==> src/rtl/layer_mac_sequencer.sv <==
// layer_mac_sequencer
//   Control sequencer for one forward pass of a layered network. Each layer
//   contains n_out neurons. Each neuron takes n_in multiply-accumulate beats.
//   For every beat it drives the weight-RAM read and the MAC controls. For
//   every neuron it hands off to the activation unit and then writes the
//   result to the layer output buffer.
//
// Ports
//   clk, reset            clock; synchronous active-high reset
//   start                 begin a pass (sampled only while idle)
//   n_in, n_out           size of layer layer_sel (external config, latched in CFG)
//   act_done              activation unit finished current neuron
//   layer_sel             current layer index
//   w_addr, w_re          weight-RAM read address / enable
//   in_idx                input-vector index paired with w_addr
//   mac_clr, mac_en       accumulator clear-and-load / accumulate (RAM data valid)
//   act_start             one-cycle activation start pulse
//   out_we, out_idx       output-buffer write strobe and neuron index
//   busy                  high whenever a pass is in progress
//   done                  one-cycle pulse at end of pass
module layer_mac_sequencer #(
  parameter int ADDR_W     = 10,
  parameter int IDX_W      = 6,
  parameter int NUM_LAYERS = 3
) (
  input  logic              clk,
  input  logic              reset,
  input  logic              start,
  input  logic [IDX_W-1:0]  n_in,
  input  logic [IDX_W-1:0]  n_out,
  input  logic              act_done,
  output logic [1:0]        layer_sel,
  output logic [ADDR_W-1:0] w_addr,
  output logic              w_re,
  output logic [IDX_W-1:0]  in_idx,
  output logic              mac_clr,
  output logic              mac_en,
  output logic              act_start,
  output logic              out_we,
  output logic [IDX_W-1:0]  out_idx,
  output logic              busy,
  output logic              done
);

  localparam logic [2:0] IDLE  = 3'd0;
  localparam logic [2:0] CFG   = 3'd1;
  localparam logic [2:0] MAC   = 3'd2;
  localparam logic [2:0] DRAIN = 3'd3;
  localparam logic [2:0] ACT   = 3'd4;
  localparam logic [2:0] WRITE = 3'd5;
  localparam logic [2:0] NEXT  = 3'd6;
  localparam logic [2:0] FIN   = 3'd7;

  localparam logic [1:0]        LAST_LAYER = 2'(NUM_LAYERS - 1);
  localparam logic [IDX_W-1:0]  IDX_ONE    = IDX_W'(1);
  localparam logic [ADDR_W-1:0] ADDR_ONE   = ADDR_W'(1);
  localparam logic [1:0]        LAYER_ONE  = 2'd1;

  logic [2:0]       state;
  logic [IDX_W-1:0] n_in_r;
  logic [IDX_W-1:0] n_out_r;

  // Strobes decode directly from the state register, so a synchronous reset
  // forces every one of them low on the following cycle.
  assign w_re      = (state == MAC);
  assign act_start = (state == DRAIN);
  assign out_we    = (state == WRITE);
  assign busy      = (state != IDLE);
  assign done      = (state == FIN);

  always_ff @(posedge clk) begin
    if (reset) begin
      state     <= IDLE;
      layer_sel <= '0;
      w_addr    <= '0;
      in_idx    <= '0;
      out_idx   <= '0;
      n_in_r    <= '0;
      n_out_r   <= '0;
      mac_en    <= 1'b0;
      mac_clr   <= 1'b0;
    end else begin
      // RAM read latency is one cycle: the MAC controls trail the read by one.
      mac_en  <= (state == MAC);
      mac_clr <= (state == MAC) && (in_idx == '0);

      case (state)
        IDLE: begin
          if (start) begin
            state     <= CFG;
            w_addr    <= '0;
            layer_sel <= '0;
          end
        end
        CFG: begin
          n_in_r  <= n_in;
          n_out_r <= n_out;
          out_idx <= '0;
          in_idx  <= '0;
          if ((n_in == '0) || (n_out == '0)) state <= NEXT;
          else                               state <= MAC;
        end
        MAC: begin
          w_addr <= w_addr + ADDR_ONE;
          in_idx <= in_idx + IDX_ONE;
          if (in_idx == n_in_r - IDX_ONE) state <= DRAIN;
        end
        DRAIN: state <= ACT;
        ACT: begin
          if (act_done) state <= WRITE;
        end
        WRITE: begin
          if (out_idx == n_out_r - IDX_ONE) begin
            state <= NEXT;
          end else begin
            out_idx <= out_idx + IDX_ONE;
            in_idx  <= '0;
            state   <= MAC;
          end
        end
        NEXT: begin
          if (layer_sel == LAST_LAYER) begin
            state <= FIN;
          end else begin
            layer_sel <= layer_sel + LAYER_ONE;
            state     <= CFG;
          end
        end
        FIN: begin
          layer_sel <= '0;
          state     <= IDLE;
        end
        default: state <= IDLE;
      endcase
    end
  end

endmodule

==> config.mk <==
export PLATFORM = sky130hd
export DESIGN_NAME = layer_mac_sequencer
export DESIGN_NICKNAME = d
export VERILOG_FILES = /design/src/rtl/layer_mac_sequencer.sv
export SDC_FILE = /design/constraint.sdc
export NUM_CORES = 1
export LEC_CHECK = 0
export CAP_MARGIN = 20
export CORE_ASPECT_RATIO = 1.2
export CORE_UTILIZATION = 30
export CTS_BUF_LIST = sky130_fd_sc_hd__clkbuf_8 sky130_fd_sc_hd__clkbuf_16
export CTS_CLUSTER_DIAMETER = 100
export DETAILED_ROUTE_END_ITERATION = 10
export PLACE_DENSITY = 0.56
export RECOVER_POWER = 50
export SLEW_MARGIN = 25
export SYNTH_ARGS = -nofsm -noshare
export SYNTH_HDL_FRONTEND = slang
export SYNTH_SLANG_ARGS = --single-unit
==> constraint.sdc <==
create_clock -name clk -period 2.5 [get_ports clk]
set_input_delay 0.5 -clock clk [delete_from_list [all_inputs] [get_ports clk]]
set_output_delay 0.5 -clock clk [all_outputs]
set_load 0.03 [all_outputs]
==> metrics.txt <==
status=finished, final reports clean; Sink Count=41; CP required=2730 ps; met1 wire length=2534 µm; crit path capture type=flip-flop; Core Util, Final=40.66%; # DRC=0; clock-pin slew of the registers on the worst-case setup and hold paths=80 ps; VDD IR max=260.7 µV; main combinational cell family by area after synthesis=simple AND/OR/NAND/NOR gates; Tcrit/Tclk final=90.10%; vias per inst=5.072; crit-path max FO=6; Avg Cell Area, Syn=7.935 µm²; Post-synth EDFFs=0; Post-Synth Adder-Cell Area=4.014%; headroom to the max-slew limit=64.28%; RSZ-0062 raised after global routing=false; Slew @ Worst Pin=530.2 ps; Worst Path Class, Setup=reg2reg; GRT Total Usage=15.39%; Rows=33; initial antenna violation count=0; Final TNS setup=0 ps; fillcell total=732; Setup-failing EPs final=0; I/O pins=47; Synth Net Count=298; ys async rst share=0%; vias in the first global route=1957; Power Dens Cells=509.2 mW/mm²; Setup Skew=6.988 ps; Yosys warning total=0; Final Worst Setup Slack=247.6 ps; initial core utilization=31.46%; First-pass DRT Iterations=4; RD Place Congestion=0.8512; die footprint=0.007620 mm²; H-tree levels=2; crit start category=flip-flop; antenna cells=0; top layer in use=met4; met3 routed WL=310 µm; share of cells above drive strength 1=5.505%; Synth cell types=43; Post-Synth Simple-Gate Area=26.03%; 1st-iter DRT viols=92; Crit path arrival time=2480 ps; CTS max path bufs=2; global route overflow=0; clk root buf=clkbuf_8; DR WL met2=2436 µm; Die Span X=79.86 µm; Routed Antenna Nets=0; Mapped Area=0.002182 mm²; max cap viols=0; register area share after synthesis=37.61%; dpl ws=273.8 ps; hold_ws=472.1 ps; Most used DFF post-synth=dfxtp_1; final WL=5403 µm; Cells after Synth=275; most frequent cells in the layout=nand2_1, dfxtp_1, nor2_1; hold path cells=2; Num CTS Buffers=5; Buffers on Ports=46; number of max-slew violations in the final report=0; Core Area=0.006937 mm²; Compound-Gate Fraction of Synth Area=16.23%; Hold Vio Cnt, Final=0; Leak Pwr=1.073 nW; HP Class=reg2reg; min Tclk post-route=2252 ps; pin count of the biggest net entering global routing=16; clk_lat worst skew=290 ps; WL/cell=13.05 µm; commonest non-fill, non-tap cell in the layout=nand2_1; # Post-CTS Setup Buffers=0; XOR/XNOR Fraction of Synth Area=7.626%; multiplexer share of the synthesized area=3.956%; reg2reg path depth=8; routed vias=2100; CTS tree=done; fmax=444.0 MHz; cts hold-fix bufs=0; Layout area overhead=29.24%; first-pass GRT wire length=8976 µm; Die Y=95.43 µm; synthesis-stage register bit count=41; HPWL Detailed=4122 µm; Final #Nets=349
## state kept, by name, indices dropped and copies added, names as in the netlist
register,flops
w_addr,10
mac_clr,1
n_in_r,6
n_out_r,6
in_idx,6
mac_en,1
layer_sel,2
out_idx,6
state,3
## area by class of cell
type                    count  area [µm²]  share of cell area, %
clock buffers               5       68.82                  2.440
multi-input cells         213        1256                  44.54
clock inverters             3       17.52                 0.6211
well taps                  87       108.9                  3.860
repair buffers             55       510.5                  18.10
flip-flops and latches     41       820.8                  29.10
inverters                  10       37.54                  1.331
## routing by layer
| metal | GRT usage (%) | up-vias |
|---|---|---|
| met5 | 0 | - |
| met4 | 7.143 | 0 |
| met3 | 3.541 | 11 |
| met2 | 24.50 | 54 |
| met1 | 19.64 | 968 |
| li1 | - | 1067 |
## where the power goes
group / internal, mW / leakage (nW) / switching, mW
Combinational: 0.128 / 0.697 / 0.168
Sequential: 0.676 / 0.332 / 0.0314
Clock: 0.193 / 0.0439 / 0.240
## metrics by stage
stage	power (mW)	instance area (µm²)	instances
floorplan	0.9143	2182	275
global placement	1.029	2758	406
detailed placement	1.029	2758	406
CTS	1.464	2843	414
global route	1.527	2820	414
finish	1.436	2820	414
## critical path, stage by stage (launching register included)
cell	delay, ps
dfxtp_1	400
inv_1	60
ha_1	240
o21ba_2	210
a221oi_1	330
nor2_1	160
o21ai_1	320
mux2_2	370
nor2_1	80
## Yosys cell counts, types with 7 or more instances
| library cell | instances | area share (%) |
|---|---|---|
| a21oi_1 | 27 | 6.2 |
| clkbuf_1 | 8 | 1.4 |
| ha_1 | 7 | 4.0 |
| o21ai_0 | 8 | 1.8 |
| xnor2_1 | 7 | 2.8 |
| dfxtp_1 | 41 | 38 |
| inv_1 | 9 | 1.5 |
| nand2_1 | 42 | 7.2 |
| xor2_1 | 12 | 4.8 |
| nand3_1 | 11 | 2.5 |
| nor2_1 | 35 | 6.0 |
## worst paths after layout
check / startpoint / to / slack, ps
worst min-delay path: n_in_r[1] / n_in_r[1] / 470
worst max register to register: n_out_r[0] / out_idx[0] / 250
worst max-delay path: n_out_r[0] / out_idx[0] / 250
worst min register to register: n_in_r[1] / n_in_r[1] / 470
## cell families after synthesis
group / after synthesis
fa+ha+maj: 7
xor+xnor: 19
compound gates: 58
simple gates: 121
flops: 41
buf+inv: 21
mux: 8
## what timing repair did
item | 4_1_cts | 5_1_grt
resized for setup | 1 | 1
endpoints found under the setup margin | 1 | 1
endpoints found under the hold margin | 0 | 0
Power figures use the tool's default switching activity.
==> patch 1 (same settings) <==
Register the outputs `w_re`, `act_start`, `out_we`, `busy` and `done`, with the module's reset; this adds one clock of latency there. The other outputs are not delayed to match. Comments in the files are not updated.
--- a/src/rtl/layer_mac_sequencer.sv
+++ b/src/rtl/layer_mac_sequencer.sv
@@ -62,11 +62,21 @@
 
   // Strobes decode directly from the state register, so a synchronous reset
   // forces every one of them low on the following cycle.
-  assign w_re      = (state == MAC);
-  assign act_start = (state == DRAIN);
-  assign out_we    = (state == WRITE);
-  assign busy      = (state != IDLE);
-  assign done      = (state == FIN);
+  always_ff @(posedge clk) begin
+    if (reset) begin
+      w_re      <= '0;
+      act_start <= '0;
+      out_we    <= '0;
+      busy      <= '0;
+      done      <= '0;
+    end else begin
+      w_re      <= (state == MAC);
+      act_start <= (state == DRAIN);
+      out_we    <= (state == WRITE);
+      busy      <= (state != IDLE);
+      done      <= (state == FIN);
+    end
+  end
 
   always_ff @(posedge clk) begin
     if (reset) begin
Function: changed (Yosys sat finds a counterexample within 4 cycles, from zero or initial values and one cycle with reset high).
==> patch 1 against the original RTL <==
  * Sequential cell count rose by 4
  * Combinational power shrank 12%
  * Worst setup slack gained 190 ps
  * Synthesized area increased by 6.4%
  * Cell count up 0.72%
  * Final area increased by 3.4%
  * Total power is 1.7% higher
  * Non-clock buffer count decreased by 3
  * First-iteration DRC count is 13% higher
  * Wire length increased by 1.7%
  * Largest power group unchanged
  * Highest routed layer unchanged
==> patch 1: results (changes against the original RTL) <==
outcome -> completed
Max IR drop VDD -> 201 µV (-23%)
HPWL after DPL -> 4110 µm (-0.31%)
vias in the first global route -> 2,036 (+4.0%)
Total GRT Usage -> 14.6% (-0.74 points)
Placed Area -> 2850 µm² (+3.4%)
WL per Instance -> 13.2 µm (+0.99%)
post-synthesis sequential area ratio -> 38.8% (+1.2 points)
CTS resizes -> 0 (-1)
switching share of power -> 28.7% (-1.9 points)
Synth top cells by count -> 45 x dfxtp_1, 35 x nor2_1, 31 x nand2_1
Pleak -> 1.03 nW (-3.8%)
CP Data Arrival Time -> 2290 ps (-190 ps)
vias per inst -> 5.00 (-1.5%)
CP Max Fanout -> 5 (-1)
DP Worst Slack -> 368 ps (+94.3 ps)
Synth area leaders -> dfxtp_1 39%, nor2_1 5.7%, nand2_1 5.0%
Initial DRC Count -> 104 (+13%)
Async SR Flop Fraction -> 0% (unchanged)
synth unique cells -> 52 (+21%)
first-pass GRT wire length -> 9210 µm (+2.6%)
synthesized instance count -> 280 (+1.8%)
pin count of the biggest net entering global routing -> 21 (+5)
Detailed Route WL -> 5500 µm (+1.7%)
DP Cell Count -> 409 (+0.74%)
Layout Skew -> 10.5 ps (+3.53 ps)
==> patch 1: changes by cell type after synthesis, sizes merged, moves of 4 or more <==
cell	change
dfxtp	+4
xor2	-6
nand2	-11
o21ai	+7
a21oi	-4
nor3	+7
xnor2	+5
==> patch 1: power groups by stage <==
stage / combinational (mW) / clock [mW] / sequential (mW)
after CTS: 0.269 / 0.452 / 0.770
after global routing: 0.291 / 0.482 / 0.775
after floorplan: 0.182 / 0 / 0.788
after detailed placement: 0.267 / 0 / 0.787
final: 0.260 / 0.431 / 0.770
after global placement: 0.266 / 0 / 0.787
==> patch 1: worst min-delay path, cell delays in order, from the launching register on <==
cell and delay, ps:
dfxtp_1 330, o21ai_0 70, a21oi_1 60
==> patch 1: cell families (layout without fill, tap and decap cells) <==
kind of cell               count (synthesis)  in the layout  share of synthesized area [%]
AOI/OAI and AO/OA                         61             61                           16.2
buffers and inverters                     25             72                           5.82
muxes                                      5              5                           2.69
xor gates and xnor gates                  18             18                           6.79
adders and majority gates                  7              7                           3.77
and+or+nand+nor                          119            119                           25.9
DFF                                       45             45                           38.8
==> patch 1: worst paths after layout <==
path                            startpoint    endpoint  slack, ps  cells past startpoint
worst min register to register   n_in_r[5]   n_in_r[5]        500                      2
worst min-delay path             n_in_r[5]   n_in_r[5]        500                      2
worst max-delay path            n_out_r[0]  out_idx[2]        440                      8
worst max register to register  n_out_r[0]  out_idx[2]        440                      8
==> patch 1: cell type report <==
type	instances	area [µm²]
clock buffer	5	68.8
clock inverter	3	13.8
fill	763	4440
inverter	12	45.0
multi-input combinational	210	1280
sequential	45	901
tap	90	113
timing repair buffer	52	494
==> patch 1: metal layers <==
metal / track usage (%) / share of wire [%]
met5: 0 / 0
met2: 24.7 / 48
met4: 5.40 / 2.0
met1: 17.6 / 45
met3: 3.46 / 4.8
==> patch 2 (same settings) <==
Without the edit above. The parameter `ADDR_W` goes from 10 to 11.
--- a/src/rtl/layer_mac_sequencer.sv
+++ b/src/rtl/layer_mac_sequencer.sv
@@ -19,7 +19,7 @@
 //   busy                  high whenever a pass is in progress
 //   done                  one-cycle pulse at end of pass
 module layer_mac_sequencer #(
-  parameter int ADDR_W     = 10,
+  parameter int ADDR_W     = 11,
   parameter int IDX_W      = 6,
   parameter int NUM_LAYERS = 3
 ) (
Interface: changed (resized w_addr); port bits go from 47 to 48. No check against the original RTL was run, so the function may have changed too.
==> patch 2 against the original RTL <==
  * Synthesized area grew 4.2%
  * Total power grew 0.52%
  * Final area grew 2.9%
  * Combinational power grew 4%
  * Critical endpoint is now out_we
  * First-iteration DRC count grew 18%
  * Wire length grew 7.9%
  * Worst setup slack lost 120 ps
  * Sequential cell count grew 1
  * Highest routed layer unchanged
==> patch 2: results (changes against the original RTL) <==
syn_nets -> 309 (+3.7%)
CP Data Arrival Time -> 1880 ps (-600 ps)
I/O Buffers -> 47 (+2.2%)
synthesized instance count -> 286 (+4.0%)
HPWL after DPL -> 4260 µm (+3.4%)
Max IR drop VDD -> 242 µV (-7.2%)
first-pass GRT wire length -> 9920 µm (+10%)
Pleak -> 1.06 nW (-1.2%)
DP Worst Slack -> 326 ps (+52.6 ps)
fraction of layout instances using a drive strength above 1 -> 5.42% (-0.083 points)
total number of vias -> 2,202 (+4.9%)
Synth area leaders -> dfxtp_1 37%, a21oi_1 8.1%, nand2_1 7.1%
WL met3 -> 286 µm (-7.7%)
Nets -> 355 (+1.7%)
pin count of the biggest net entering global routing -> 21 (+5)
Synth top cells by count -> 43 x nand2_1, 42 x dfxtp_1, 37 x a21oi_1
R2R setup slack -> 320 ps (+70 ps)
CP Capture Point -> out_we
Routability Congestion -> 0.785 (-7.8%)
Detailed Route WL -> 5830 µm (+7.9%)
Placed Area -> 2830 µm² (+2.5%)
outcome -> completed
vias in the first global route -> 2,071 (+5.8%)
CTS resizes -> 0 (-1)
post-synthesis sequential area ratio -> 37.0% (-0.63 points)
metal2 WL -> 2770 µm (+14%)
patch 2: changes by cell type after synthesis, sizes merged, moves of 3 or more:
cell / unedited run / this run
a311oi: 0 / 4
nand3: 11 / 19
nor3: 3 / 6
a31oi: 1 / 6
a21oi: 27 / 37
mux2: 5 / 1
buf: 2 / 6
xor2: 12 / 6
mux2i: 3 / 7
nor2: 35 / 22
inv: 9 / 14
patch 2: how the worst min path moves through the flow:
| stage | from | end | slack (ps) | depth (start not counted) |
|---|---|---|---|---|
| final | n_out_r[5] | n_out_r[5] | 470 | 2 |
| after global routing | n_out_r[5] | n_out_r[5] | 490 | 2 |
| after CTS | n_out_r[5] | n_out_r[5] | 480 | 2 |
| after detailed placement | n_out_r[5] | n_out_r[5] | 470 | 2 |
| after global placement | w_addr[10] | w_addr[10] | 470 | 2 |
| after floorplan | n_out_r[5] | n_out_r[5] | 450 | 2 |
patch 2: cell type report:
type                    instances  area [µm²]
clock buffers                   5        68.8
clock inverters                 2        7.51
fillers                       756        4370
flip-flops and latches         42         841
repair buffers                 53         512
well taps                      90         113
multi-input cells             216        1310
inverters                      14        52.6
patch 2: cells by family after synthesis:
group | count (synthesis) | share of synthesized area [%]
DFF | 42 | 37.0
AOI/OAI and AO/OA | 70 | 20.6
xor gates and xnor gates | 15 | 5.78
adders and majority gates | 7 | 3.85
buffers and inverters | 28 | 5.45
and+or+nand+nor | 116 | 23.7
muxes | 8 | 3.58
patch 2: power by group:
part | internal [mW] | leakage [nW] | switching (mW)
Clock | 0.184 | 0.0466 | 0.227
Combinational | 0.125 | 0.673 | 0.183
Sequential | 0.693 | 0.340 | 0.0311
patch 2: worst max-delay path: stages, from the launching register on:
cell and delay [ps]:
dfxtp_1 470, inv_1 120, nor2_1 260, clkdlybuf4s50_1 730
